[src/rtl/data_check.sv]
// GTX loopback receive checker: aligns the RX word stream, locks onto
// the H/F frame pairs, flags bad words and keeps frame/error counts.
module data_check #(
  parameter int unsigned LOCK_CNT = 4,
  parameter int unsigned LOSS_CNT = 4,
  parameter logic [7:0]  COMMA    = 8'hBC
) (
  input  logic        CLK,
  input  logic        RST,
  input  logic        CLR_CNT,
  input  logic [31:0] gt0_rxdata,
  input  logic [3:0]  gt0_rxcharisk,
  output logic        LOCKED,
  output logic        ERR,
  output logic        ALIGN,
  output logic [13:0] RX_CNT,
  output logic [31:0] FRAME_CNT,
  output logic [31:0] ERR_CNT
);

  typedef enum logic [1:0] {
    HUNT,
    ALGN,
    CHK_F,
    CHK_H
  } state_t;

  localparam logic [7:0] LOCK_N = 8'(LOCK_CNT);
  localparam logic [7:0] LOSS_N = 8'(LOSS_CNT);

  state_t      state;
  state_t      nxt_state;
  logic [31:0] prev_d;
  logic [3:0]  prev_k;
  logic [7:0]  good_cnt;
  logic [7:0]  bad_cnt;

  logic [31:0] al_d;
  logic [3:0]  al_k;
  logic [13:0] hdr_h;
  logic [13:0] h_p1;
  logic [13:0] h_p2;
  logic        hdr_ok;
  logic        trl_ok;
  logic        raw_hdr;
  logic        raw_hi;

  logic        nxt_align;
  logic        ld_h;
  logic [13:0] ld_val;
  logic        good_frame;
  logic        good_word;
  logic        bad;
  logic        loss;

  // Build the aligned word and classify it (and the raw word for hunting)
  always_comb begin
    al_d = gt0_rxdata;
    al_k = gt0_rxcharisk;
    if (ALIGN) begin
      al_d = {gt0_rxdata[15:0], prev_d[31:16]};
      al_k = {gt0_rxcharisk[1:0], prev_k[3:2]};
    end
    hdr_h  = al_d[31:18];
    h_p1   = RX_CNT + 14'd1;
    h_p2   = RX_CNT + 14'd2;
    hdr_ok = (al_k == 4'b0011) &&
             (al_d[15:0] == {COMMA, COMMA}) &&
             (al_d[17:16] == 2'b00);
    trl_ok = (al_k == 4'b0000) &&
             (al_d[31:16] == 16'h0E0D) &&
             (al_d[1:0] == 2'b00) &&
             (al_d[15:2] == h_p1);
    raw_hdr = (gt0_rxcharisk == 4'b0011) &&
              (gt0_rxdata[15:0] == {COMMA, COMMA}) &&
              (gt0_rxdata[17:16] == 2'b00);
    raw_hi  = (gt0_rxcharisk == 4'b1100) &&
              (gt0_rxdata[31:16] == {COMMA, COMMA});
  end

  // Frame FSM next-state and per-word events
  always_comb begin
    nxt_state  = state;
    nxt_align  = ALIGN;
    ld_h       = 1'b0;
    ld_val     = hdr_h;
    good_frame = 1'b0;
    good_word  = 1'b0;
    bad        = 1'b0;
    loss       = 1'b0;
    unique case (state)
      HUNT: begin
        if (raw_hdr) begin
          nxt_align = 1'b0;
          ld_h      = 1'b1;
          ld_val    = gt0_rxdata[31:18];
          nxt_state = CHK_F;
        end else if (raw_hi) begin
          nxt_align = 1'b1;
          nxt_state = ALGN;
        end
      end
      ALGN: begin
        if (hdr_ok) begin
          ld_h      = 1'b1;
          nxt_state = CHK_F;
        end else begin
          nxt_align = 1'b0;
          nxt_state = HUNT;
        end
      end
      CHK_F: begin
        if (trl_ok) begin
          good_frame = 1'b1;
          good_word  = 1'b1;
          nxt_state  = CHK_H;
        end else if (hdr_ok) begin
          bad  = 1'b1;
          ld_h = 1'b1;
        end else begin
          bad       = 1'b1;
          nxt_state = CHK_H;
        end
      end
      CHK_H: begin
        if (hdr_ok) begin
          ld_h      = 1'b1;
          nxt_state = CHK_F;
          if (hdr_h == h_p2) good_word = 1'b1;
          else               bad       = 1'b1;
        end else begin
          bad = 1'b1;
        end
      end
      default: nxt_state = HUNT;
    endcase
    if (bad && (bad_cnt + 8'd1 >= LOSS_N)) begin
      loss      = 1'b1;
      ld_h      = 1'b0;
      nxt_state = HUNT;
    end
  end

  // State, alignment history, header field and lock tracking
  always_ff @(posedge CLK) begin
    if (RST) begin
      state    <= HUNT;
      prev_d   <= '0;
      prev_k   <= '0;
      ALIGN    <= 1'b0;
      ERR      <= 1'b0;
      LOCKED   <= 1'b0;
      RX_CNT   <= '0;
      good_cnt <= '0;
      bad_cnt  <= '0;
    end else begin
      state  <= nxt_state;
      prev_d <= gt0_rxdata;
      prev_k <= gt0_rxcharisk;
      ALIGN  <= nxt_align;
      ERR    <= bad;
      if (ld_h) RX_CNT <= ld_val;
      if (loss) begin
        good_cnt <= '0;
        bad_cnt  <= '0;
        LOCKED   <= 1'b0;
      end else if (bad) begin
        good_cnt <= '0;
        bad_cnt  <= bad_cnt + 8'd1;
      end else if (good_word) begin
        bad_cnt <= '0;
        if (good_frame && good_cnt < LOCK_N)
          good_cnt <= good_cnt + 8'd1;
        if (good_frame && good_cnt + 8'd1 >= LOCK_N)
          LOCKED <= 1'b1;
      end
    end
  end

  // Saturating frame/error statistics; a clear beats an increment
  always_ff @(posedge CLK) begin
    if (RST || CLR_CNT) begin
      FRAME_CNT <= '0;
      ERR_CNT   <= '0;
    end else begin
      if (good_frame && FRAME_CNT != 32'hFFFF_FFFF)
        FRAME_CNT <= FRAME_CNT + 32'd1;
      if (bad && ERR_CNT != 32'hFFFF_FFFF)
        ERR_CNT <= ERR_CNT + 32'd1;
    end
  end

endmodule

[config.mk]
export PLATFORM = sky130hd
export DESIGN_NAME = data_check
export DESIGN_NICKNAME = d
export VERILOG_FILES = /design/src/rtl/data_check.sv
export SDC_FILE = /design/constraint.sdc
export NUM_CORES = 1
export LEC_CHECK = 0
export CORE_AREA = 3 3 159 161
export DETAILED_ROUTE_END_ITERATION = 16
export DIE_AREA = 0 0 162 164
export PLACE_DENSITY = 0.59
export SLEW_MARGIN = 20
export SYNTH_ARGS = -nofsm -noshare
export SYNTH_HDL_FRONTEND = slang
export SYNTH_SLANG_ARGS = --single-unit
[constraint.sdc]
create_clock -name CLK -period 2.85 [get_ports CLK]
set_input_delay 0.4275 -clock CLK [delete_from_list [all_inputs] [get_ports CLK]]
set_output_delay 0.4275 -clock CLK [all_outputs]
set_load 0.01 [all_outputs]
; After elaboration in Yosys (flattened, before gate mapping)
; Index checks and enable logic that the tools add are counted.
; W data, S select, Z words.
[word_totals]
regBits = 135
[op_classes]
add_sub_neg = 6
order_cmp = 3
eq_ne = 18
mux = 32
n_bitwise = 1
n_reduce_logical = 29
[ops]
columns = operator, count
row1 = $add A32 B1 Y32 const B, 2
row2 = $ne A32 B32 Y1 const B, 2
row3 = $eq A16 B16 Y1 const B, 3
row4 = $mux W32, 1
row5 = $eq A14 B14 Y1, 2
row6 = $mux W14, 2
row7 = $add A8 B1 Y8 const B, 2
row8 = $eq A16 B12 Y1 const B, 1
row9 = $ge A8 B3 Y1 const B, 2
row10 = $mux W8, 2
row11 = $mux W1, 15
row12 = $add A14 B1 Y14 const B, 1
row13 = $add A14 B2 Y14 const B, 1
row14 = $logic_and A1 B1 Y1, 13
row15 = $mux W2, 6
row16 = $reduce_and A3 Y1, 3
row17 = $eq A4 B2 Y1 const B, 2
row18 = $logic_not A2 Y1, 4
row19 = $lt A8 B3 Y1 const B, 1
row20 = $pmux W2 S4, 1
row21 = $ne A3 B3 Y1 const B, 2
row22 = $pmux W1 S2, 3
row23 = $reduce_or A2 Y1, 3
row24 = $eq A2 B2 Y1 const B, 2
row25 = 11 further kinds, 13

; Logic depth before layout (Yosys ltp)
[depth]
ltp_word = 10
mapped_depth = 13
depth_no_buf = 9

; Worst setup path before layout
; OpenSTA, ideal clock, no wires.
[synth_path]
path_type = reg-to-reg
startpoint = register ALIGN
endpoint = register RX_CNT[0]
setup_time_ns = 0.121
t_arrival_ns = 2.951
required_time_ns = 2.729
slack_ns = -0.223
stages_incl_launch_ff = 12
n_path_buf = 3
path_cell_list = dfxtp_1 > buf_6 > mux2_2 > a21bo_2 > o221a_2 > o2111a_1 > and4_1 > buf_4 > nor3_2 > a211o_1 > buf_6 > mux2_4
[synth_via]
elab_chain_len = 9
elab_cells_between_ends = 26
[synth_rtl]
columns = item, line_no
row1 = "start, declared", 15  ; output logic ALIGN,
row2 = "start signal, assigned", 160  ; ALIGN <= nxt_align;
row3 = $mux W32 or $mux W4 (tied branches), 60  ; if (ALIGN) begin
row4 = $eq A16 B12 Y1 or $logic_not A4 Y1 (tied branches), "71, 70"
row5 = $logic_and A1 B1 Y1, 70  ; trl_ok = (al_k == 4'b0000) &&
row6 = $logic_and A1 B1 Y1, 71  ; (al_d[31:16] == 16'h0E0D) &&
row7 = $logic_and A1 B1 Y1, 72  ; (al_d[1:0] == 2'b00) &&
row8 = $mux W1, 113  ; if (trl_ok) begin
row9 = $pmux W1 S2, 91  ; unique case (state)
row10 = $logic_and A1 B1 Y1, 137  ; if (bad && (bad_cnt + 8'd1 >= LOSS_N)) begin
row11 = $mux W1, 137
row12 = "end signal, assigned", 162  ; if (ld_h) RX_CNT <= ld_val;
row13 = "end, declared", 16  ; output logic [13:0] RX_CNT,
; Parallel ways exist; a longest one is shown, timed or not.
; A chain may end at the register's enable or synchronous reset.

; Worst setup path in the final report
[layout_path]
startpoint = register ALIGN
endpoint = register RX_CNT[2]
; The elaborated chain is that of the path after synthesis.

==> out/qor.txt <==
run status - finished, violations left
failing checks - negative setup slack
clock-pin transition on the worst setup and hold timing paths - 60 ps
slowest library cell on the worst path - sky130_fd_sc_hd__a221o_1
number of standard cells after synthesis - 849
via count of the first global-routing pass - 7074
number of antenna violations at the first check in global routing - 0
static power due to leakage - 4.18 nW
worst setup skew after layout - 9.55 ps
final critical-path share of the clock period - 105%
Area Overhead vs Synth - 52.1%
Critical Setup Path Class - reg -> reg
latest clock arrival within the worst-skew pair - 420 ps
count of inserted antenna diode cells - 0
final hold violations - 0
die area - 0.0266 mm²
TritonCTS sink count - 117
average cell area after synthesis - 8.38 µm²
routed wire length - 24100 µm
worst min-delay path class - in -> reg
fraction of final layout cells with drive strength greater than 1 - 25.2%
number of enable flip-flop cells after synthesis - 0
MaxCap Viol Count - 0
clock tree from TritonCTS - built
Netlist cell types - 69
die outline height - 164 µm
buffer depth of the longest clock path - 2
RSZ-0062 raised after global routing - yes
Core Region - 0.0241 mm²
maximum number of pins on one net before global-route repair - 70
row count - 57
final design instance area without fill - 0.0108 mm²
wire length of the first global-routing pass - 37500 µm
number of clock buffers inserted by TritonCTS - 17
launching element type of the critical path - flop
count of placed standard cells in the final layout, fillers left out - 1431
Worst IR Drop VDD - 0.318 mV
DRC violations left - 0
number of warnings printed during yosys synthesis - 0
Crit. End Element - flop
total nets after synthesis - 897
total number of vias - 7350
aggregate global-route resource usage - 17.9%
Critical Path Max Stage Delay - 430 ps
cell occurring most often along the worst timing path - sky130_fd_sc_hd__buf_12
last weighted congestion value of the routability-driven placer - 0.862
Worst Max-Slew Pin Slew - 755 ps
Worst Path Required - 3150 ps
routed wirelength normalized by instance count - 16.9 µm
standard cell area after detailed placement - 0.00953 mm²
overall die width - 162 µm
most used flip-flop cell after synthesis - sky130_fd_sc_hd__dfxtp_1
DRT antenna net count - 0
# port buffers - 119
NumNets Final - 1142
critical path arrival - 3290 ps
count of hold-fix buffers inserted at cts - 0
R2R Setup Slk - -140 ps
Setup-failing EPs final - 22
remaining global-route overflow - 0
Netlist Area Pre-Place - 0.00712 mm²
sequence of cells on the critical path - buf_12, buf_16, or3_4, a221o_1, a211oi_2, and4_4, nor3_4, a211o_4, buf_12, mux2_4
Initial Util - 29.5%
sequential element share of the synthesized area - 32.9%
clock root buffer - sky130_fd_sc_hd__clkbuf_16
shortest clock period the worst path allows after layout - 2990 ps
fraction of registers with async set/reset - 0%
number of DRC markers in iteration 0 - 601
# H-tree levels - 4
routed via count divided by cell count - 5.14
flip-flop and latch count after synthesis - 117
setup slack after layout - -141 ps
Detail Placement HPWL - 17700 µm
instance count after placement with tap cells included - 1374
Slew Viols, Final - 0
number of detailed-routing iterations run before antenna repair - 5
Peak Freq - 334 MHz
number of ports placed on the die boundary - 120
headroom to the max-slew limit - 49.7%
total power density per cell area - 384 mW/mm²
crit path max fanout - 7
==> path summary, 6_finish.rpt <==
path,startpoint,end,depth (start not counted)
worst max-delay path,ALIGN,RX_CNT[2],10
worst min-delay path,gt0_rxcharisk[3],prev_k[3],3
worst max register to register,ALIGN,RX_CNT[2],10
worst min register to register,good_cnt[5],good_cnt[5],1
==> registers in the layout, summed over array words and instances (netlist names) <==
| name | cells |
|---|---|
| FRAME_CNT | 32 |
| prev_k | 2 |
| good_cnt | 8 |
| ERR | 1 |
| bad_cnt | 8 |
| state | 2 |
| prev_d | 16 |
| ALIGN | 1 |
| RX_CNT | 14 |
| LOCKED | 1 |
| ERR_CNT | 32 |
==> per-stage QoR <==
| step | power [mW] | util (%) | hold WS (ps) | TNS [ps] | setup WS (ps) |
|---|---|---|---|---|---|
| floorplan | 1.84 | - | 461 | -975 | -99.4 |
| global placement | 2.03 | 39.5 | 471 | -40920 | -669 |
| detailed placement | 2.03 | 39.5 | 482 | -42920 | -680 |
| CTS | 4.18 | 43.3 | 477 | -1310 | -97.4 |
| global route | 4.28 | 44.9 | 477 | -5830 | -211 |
| finish | 4.15 | 44.9 | 469 | -1990 | -141 |
==> worst max-delay path: cells and delay by family (launching register included) <==
kind | cells | cell delay [ps]
compound gates | 3 | 1070
buf+inv | 3 | 430
flops | 1 | 380
mux | 1 | 290
simple gates | 3 | 690
==> per-layer routing <==
| layer | wire length, µm | track usage (%) |
|---|---|---|
| met5 | 0 | 0 |
| met4 | 369 | 5.12 |
| met3 | 1090 | 3.61 |
| met2 | 11700 | 29.7 |
| met1 | 11000 | 23.6 |
==> cells in the final DEF, fill, tap and decap left out, types with 6 or more instances in the layout <==
master,Yosys,layout
sky130_fd_sc_hd__a21oi_1,36,33
sky130_fd_sc_hd__and2_1,10,9
sky130_fd_sc_hd__and3_1,23,22
sky130_fd_sc_hd__and4_1,14,11
sky130_fd_sc_hd__buf_12,0,7
sky130_fd_sc_hd__buf_4,3,128
sky130_fd_sc_hd__buf_6,3,11
sky130_fd_sc_hd__clkbuf_16,0,19
sky130_fd_sc_hd__clkdlybuf4s50_1,0,111
sky130_fd_sc_hd__dfxtp_1,117,114
sky130_fd_sc_hd__ha_1,9,8
sky130_fd_sc_hd__inv_1,21,21
sky130_fd_sc_hd__mux2_2,8,7
sky130_fd_sc_hd__mux2_4,10,11
sky130_fd_sc_hd__mux2i_1,45,38
sky130_fd_sc_hd__mux2i_2,0,6
sky130_fd_sc_hd__nand2_1,54,50
sky130_fd_sc_hd__nand3_1,52,49
sky130_fd_sc_hd__nand4_1,36,36
sky130_fd_sc_hd__nor2_1,69,69
sky130_fd_sc_hd__nor2b_1,36,36
sky130_fd_sc_hd__nor3_1,28,23
sky130_fd_sc_hd__nor3b_1,8,7
sky130_fd_sc_hd__nor4_1,16,13
sky130_fd_sc_hd__o211ai_1,9,9
sky130_fd_sc_hd__o21a_1,6,6
sky130_fd_sc_hd__o21ai_0,26,24
sky130_fd_sc_hd__or3_1,28,23
sky130_fd_sc_hd__or4_1,11,8
sky130_fd_sc_hd__xnor2_1,35,28
sky130_fd_sc_hd__xnor2_2,0,7
sky130_fd_sc_hd__xor2_1,20,20
==> power breakdown <==
part / internal [mW] / total [mW] / leakage (nW) / switching [mW]
Clock: 1.29 / 2.13 / 0.280 / 0.843
Combinational: 0.175 / 0.347 / 2.96 / 0.172
Sequential: 1.65 / 1.67 / 0.949 / 0.0180
==> cell usage after synthesis, drive strengths merged (11+ instances only) <==
cell    count  area share [%]
a21oi      36             2.5
and2       11            0.97
and3       23             2.0
and4       14             1.7
clkbuf     35             1.8
dfxtp     117              33
inv        22             1.2
mux2       18             3.4
mux2i      45             6.3
nand2      54             2.8
nand3      52             3.7
nand4      37             3.3
nor2       69             3.6
nor2b      36             3.2
nor3       30             2.3
nor4       17             1.6
o21ai      26             1.8
or3        28             2.5
or4        11             1.2
xnor2      35             4.3
xor2       20             2.5
==> repair_timing <==
action | in CTS | in global routing
cloned | 2 | 2
setup buffers | 16 | 9
resized for setup | 36 | 60
pin swaps | 27 | 18
endpoints found under the hold margin | 0 | 0
setup endpoints to repair | 79 | 72
==> kinds of logic (layout without fill, tap and decap cells) <==
logic type,after synthesis,after routing,share of synthesized area [%]
XOR/XNOR,59,59,8.05
multiplexers,63,63,9.71
adder cells (fa/ha/maj),9,9,1.58
flip-flops,117,117,32.9
AND/OR/NAND/NOR,411,411,32.2
buffers and inverters,67,325,4.04
AO/OA/AOI/OAI,123,123,11.5
==> layout make-up <==
type | instances | area, µm²
Fill cell | 2410 | 13300
Multi-Input combinational cell | 665 | 4850
Timing Repair Buffer | 271 | 2550
Sequential cell | 117 | 2350
Clock buffer | 17 | 425
Tap cell | 324 | 405
Clock inverter | 15 | 155
Inverter | 22 | 82.6
Power figures use the tool's default switching activity.
==> edit 1: new RTL, same flow settings <==
Register the inputs `CLR_CNT`, `gt0_rxdata` and `gt0_rxcharisk` before use. The logic sees them one clock later.
--- a/src/rtl/data_check.sv
+++ b/src/rtl/data_check.sv
@@ -30,2 +30,12 @@
 
+  logic CLR_CNT_q;
+  logic [31:0] gt0_rxdata_q;
+  logic [3:0] gt0_rxcharisk_q;
+
+  always_ff @(posedge CLK) begin
+    CLR_CNT_q       <= CLR_CNT;
+    gt0_rxdata_q    <= gt0_rxdata;
+    gt0_rxcharisk_q <= gt0_rxcharisk;
+  end
+
   state_t      state;
@@ -57,7 +67,7 @@
   always_comb begin
-    al_d = gt0_rxdata;
-    al_k = gt0_rxcharisk;
+    al_d = gt0_rxdata_q;
+    al_k = gt0_rxcharisk_q;
     if (ALIGN) begin
-      al_d = {gt0_rxdata[15:0], prev_d[31:16]};
-      al_k = {gt0_rxcharisk[1:0], prev_k[3:2]};
+      al_d = {gt0_rxdata_q[15:0], prev_d[31:16]};
+      al_k = {gt0_rxcharisk_q[1:0], prev_k[3:2]};
     end
@@ -73,7 +83,7 @@
              (al_d[15:2] == h_p1);
-    raw_hdr = (gt0_rxcharisk == 4'b0011) &&
-              (gt0_rxdata[15:0] == {COMMA, COMMA}) &&
-              (gt0_rxdata[17:16] == 2'b00);
-    raw_hi  = (gt0_rxcharisk == 4'b1100) &&
-              (gt0_rxdata[31:16] == {COMMA, COMMA});
+    raw_hdr = (gt0_rxcharisk_q == 4'b0011) &&
+              (gt0_rxdata_q[15:0] == {COMMA, COMMA}) &&
+              (gt0_rxdata_q[17:16] == 2'b00);
+    raw_hi  = (gt0_rxcharisk_q == 4'b1100) &&
+              (gt0_rxdata_q[31:16] == {COMMA, COMMA});
   end
@@ -95,3 +105,3 @@
           ld_h      = 1'b1;
-          ld_val    = gt0_rxdata[31:18];
+          ld_val    = gt0_rxdata_q[31:18];
           nxt_state = CHK_F;
@@ -157,4 +167,4 @@
       state  <= nxt_state;
-      prev_d <= gt0_rxdata;
-      prev_k <= gt0_rxcharisk;
+      prev_d <= gt0_rxdata_q;
+      prev_k <= gt0_rxcharisk_q;
       ALIGN  <= nxt_align;
@@ -181,3 +191,3 @@
   always_ff @(posedge CLK) begin
-    if (RST || CLR_CNT) begin
+    if (RST || CLR_CNT_q) begin
       FRAME_CNT <= '0;
Formal check against the unedited RTL: not equivalent (a bounded check fails within 4 cycles, from zero or initial values and one cycle with RST high).
==> edit 1 against the original RTL <==
The flow still finishes with violations (negative setup slack). Via count up 6.7%. Total power up 21%. Global-route usage up 1.1 points. Sequential cell count up 37. Synthesized area up 10%. Design area up 9.2%. Utilization up 4.1 points. Worst setup slack worse by 270 ps. Wire length up 7.1%. Critical endpoint is now FRAME_CNT[13].
==> edit 1: results (changes against the original RTL) <==
• 76 — number of distinct library cells after synthesis, +10%
• 3100 sq um — sequential standard cell area, +32%
• 23.9% — switching portion of total power, -1.0 points
• 1120 microns — met3 wirelength from detailed routing, +3.2%
• 17.2 microns — Avg WL per Cell, +2.2%
• 16.3 ps — clock skew after layout, +6.72 ps
• dfxtp_1, nor2_1, nand2_1 — most numerous cell types in the synthesized netlist
• 530 ps — maximum single-stage delay on the critical path, +100 ps
• dfxtp_1, mux2i_1, xnor2_1 — largest cells by area after synthesis
• 5.45% — portion of the layout cell area used by clock cells, +0.090 points
• simple AND/OR/NAND/NOR gates — family of cells with the greatest summed delay on the critical path
• 9 — number of cells on the worst reg-to-reg path, -1
• 3.82 mW — cell internal pwr, +23%
• ERR_CNT x32, FRAME_CNT x32, gt0_rxdata_q x32 — largest registers
• 21.9% — NonClk Buf Share, -1.7 points
• negative setup slack — violations in the final reports
• 42.2% — multi-input gate share of the layout cell area, -2.7 points
• 44.4% — sequential share of power, +4.1 points
• or4_4 — highest-delay cell along the critical path
• 445 — number of design-rule violations left by the first detailed-router iteration, -26%
• 2.49 mW — Clock net power, +17%
• 4.29 nW — Leakage Power, +2.5%
• -488 ps — worst slack at placement, +192 ps
• gt0_rxdata[20] — Min-Delay Startpoint
• 2243 — number of fill cells, -6.9%
• 10400 sq um — Area after DPL, +9.1%
• -23940 ps — Final TNS setup, -21940 ps
• 12400 microns — routed wire length on met2, +6.0%
• 18.9% — Total Routing Usage GR, +1.1 points
• 27 — number of inverters outside the clock class in the layout, +23%
• 2.67% — met3 track demand over resource in global routing, -0.93 points
• gt0_rxdata_q[20] — hold endpoint
• FRAME_CNT[13] — endpoint of the worst-slack reg-to-reg timing path
• complete, but fails checks — result of the run
• 94 — # setup viols final, +330%
• 0.392 mV — maximum resistive drop on vdd, +23%
• -410 ps — worst path setup slack after routing, -270 ps
• 40300 microns — first-pass GRT wire length, +7.4%
• 18400 microns — HPWL Detailed, +3.7%
• 678 — number of multi-input combinational cells in the layout, +2.0%
• 7526 — number of global-route vias before repair, +6.4%
• 1 — count of cells along the worst hold path, -2
• 0.972 — final weighted congestion in routability-driven placement, +13%
• 1210 — # nets final, +6.0%
• FRAME_CNT[13] — capture point of the critical path
• 18 — count of clock-net buffers in the final layout, +1
• 6 — maximum net fanout on the critical path, -1
• 1030 ps — Worst-Margin Slew, +271 ps
• 48 — largest net degree at the start of global routing, -31%
edit 1: changes by cell type after synthesis, moves of 9 or more:
cell | unedited run | this run
dfxtp_1 | 117 | 154
nor2b_1 | 36 | 21
nand4_1 | 36 | 24
a21oi_1 | 36 | 47
nand2_1 | 54 | 65
mux2_4 | 10 | 0
and3_1 | 23 | 14
xor2_1 | 20 | 11
edit 1: kinds of logic after synthesis:
family | synth area share (%)
muxes | 7.50
DFF | 39.3
buffers and inverters | 4.07
adders and majority gates | 1.44
xor gates and xnor gates | 5.42
and+or+nand+nor | 28.3
AOI/OAI and AO/OA | 14.0
edit 1: through the flow:
| step | hold slack (ps) | util (%) | cells |
|---|---|---|---|
| floorplan | 452 | - | 900 |
| CTS | 418 | 47.9 | 1492 |
| global placement | 475 | 43.1 | 1441 |
| global route | 425 | 49.0 | 1499 |
| detailed placement | 485 | 43.1 | 1441 |
| finish | 439 | 49.0 | 1499 |
==> edit 2: new RTL, same settings <==
Without the edit above. Change the parameter `COMMA` from 8'hBC to 8'h80.
--- a/src/rtl/data_check.sv
+++ b/src/rtl/data_check.sv
@@ -5,3 +5,3 @@
   parameter int unsigned LOSS_CNT = 4,
-  parameter logic [7:0]  COMMA    = 8'hBC
+  parameter logic [7:0]  COMMA    = 8'h80
 ) (
Behaviour: not the same (a bounded check fails within 4 cycles, from zero or initial values and one cycle with RST high).
==> edit 2 against the original RTL <==
The run still ends with negative setup slack left. Design area increased by 2.4%. Combinational power down 9.2%. Final cell count decreased by 2.3%. Worst setup slack lost 29 ps. Total power up 2.3%. Clock power increased by 7%. Wire length shrank 5.1%. Synthesized cell count shrank 6.1%. Sequential cell count is the same. Global-route usage decreased by 1.2 points. First-iteration DRC count down 29%. Largest cell class unchanged. Synthesized area decreased by 4.0%.
==> edit 2: results (changes against the original RTL) <==
• 34.3% — portion of the post-synthesis area used by sequential elements, +1.4 points
• dfxtp_1, xnor2_1, nor2_1 — largest cells by area after synthesis
• 16.4 microns — Avg WL per Cell, -2.8%
• 845 — Net Count, Synth, -5.8%
• 78 — total of cells resized after clock tree synthesis, +120%
• 8.57 sq um — Post-Synthesis Mean Instance Area, +2.3%
• 7 — number of detailed-routing iterations run before antenna repair, +2
• 7.77% — fraction of synthesized area in multiplexers, -1.9 points
• 1109 — # nets final, -2.9%
• 1420 microns — met3 wirelength from detailed routing, +31%
• negative setup slack — violations in the final reports
• -170 ps — R2R setup slack, -30 ps
• or4_4 — highest-delay cell along the critical path
• 4.35 nW — Leakage Power, +3.8%
• 6 — post-CTS setup repair buffer count, -10
• 16300 microns — HPWL Detailed, -8.0%
• 480 ps — maximum single-stage delay on the critical path, +50 ps
• 0.929 — final weighted congestion in routability-driven placement, +7.8%
• RST — Min-Delay Startpoint
• 62 — largest net degree at the start of global routing, -11%
• simple AND/OR/NAND/NOR gates — family of cells with the greatest summed delay on the critical path
• 0% — fraction of registers with async set or reset after synthesis, unchanged
• 4.96 — via-per-instance ratio, -3.3%
• 10700 microns — routed wire length on met2, -8.2%
• ALIGN — source of the critical timing path
• 10300 microns — detailed-route wire length on metal 1, -6.0%
• 11.2% — xor-xnor portion of the synthesized cell area, +3.2 points
• 26.9% — routing usage on met2, -2.8 points
• 3.21 mW — cell internal pwr, +2.9%
• complete, but fails checks — result of the run
• ERR_CNT x32, FRAME_CNT x32, prev_d x16 — largest registers
• -170 ps — worst path setup slack after routing, -29.5 ps
• 30.2% — ratio of cells with drive above 1 in the final layout, +5.0 points
• 39.0% — sequential share of power, -1.3 points
• 61.6% — Relative slew margins, +12 points
• 315 uW — reported combinational group power, -9.2%
• 1.65% — adder and majority cell fraction of the synthesized area, +0.066 points
• 1.04 mW — NetSw, +0.35%
• 35300 microns — first-pass GRT wire length, -6.0%
• prev_d[30] — hold endpoint
• 1336 — total instance count after detailed placement, -2.8%
• dfxtp_1, nor2_1, xnor2_1 — most numerous cell types in the synthesized netlist
• 0.245 mV — maximum resistive drop on vdd, -23%
• 11.3 ps — clock skew after layout, +1.70 ps
• 66 — # setup viols final, +200%
• 4.16% — met3 track demand over resource in global routing, +0.55 points
• 428 — number of design-rule violations left by the first detailed-router iteration, -29%
• 6747 — number of global-route vias before repair, -4.6%
• 2 — count of cells along the worst hold path, -1
• 15 — number of cells on the worst reg-to-reg path, +5
## edit 2: cell count changes after synthesis, moves of 11 or more
cell	before	now
mux2i_1	45	31
nand3_1	52	27
or3_1	28	11
nor2_1	69	96
nor4_2	1	12
xnor2_1	35	57
clkbuf_1	35	19
a21oi_1	36	23
o21ai_0	26	13
## edit 2: stage by stage
stage | setup WS (ps) | setup TNS, ps | hold WS (ps) | util [%] | area (sq um)
floorplan | 38.1 | 0 | 439 | - | 6830
global placement | -716 | -57560 | 456 | 38.6 | 9310
detailed placement | -717 | -58160 | 458 | 38.6 | 9310
CTS | -117 | -1670 | 439 | 43.3 | 10400
global route | -326 | -15600 | 508 | 46.0 | 11100
finish | -170 | -4980 | 464 | 46.0 | 11100
## edit 2: cell type report
cell class              instances  area (sq um)
clock buffers                  18           429
flip-flops and latches        117          2350
multi-input cells             623          4980
fillers                      2295         13000
clock inverters                14           190
inverters                      17          63.8
well taps                     324           405
repair buffers                285          2670
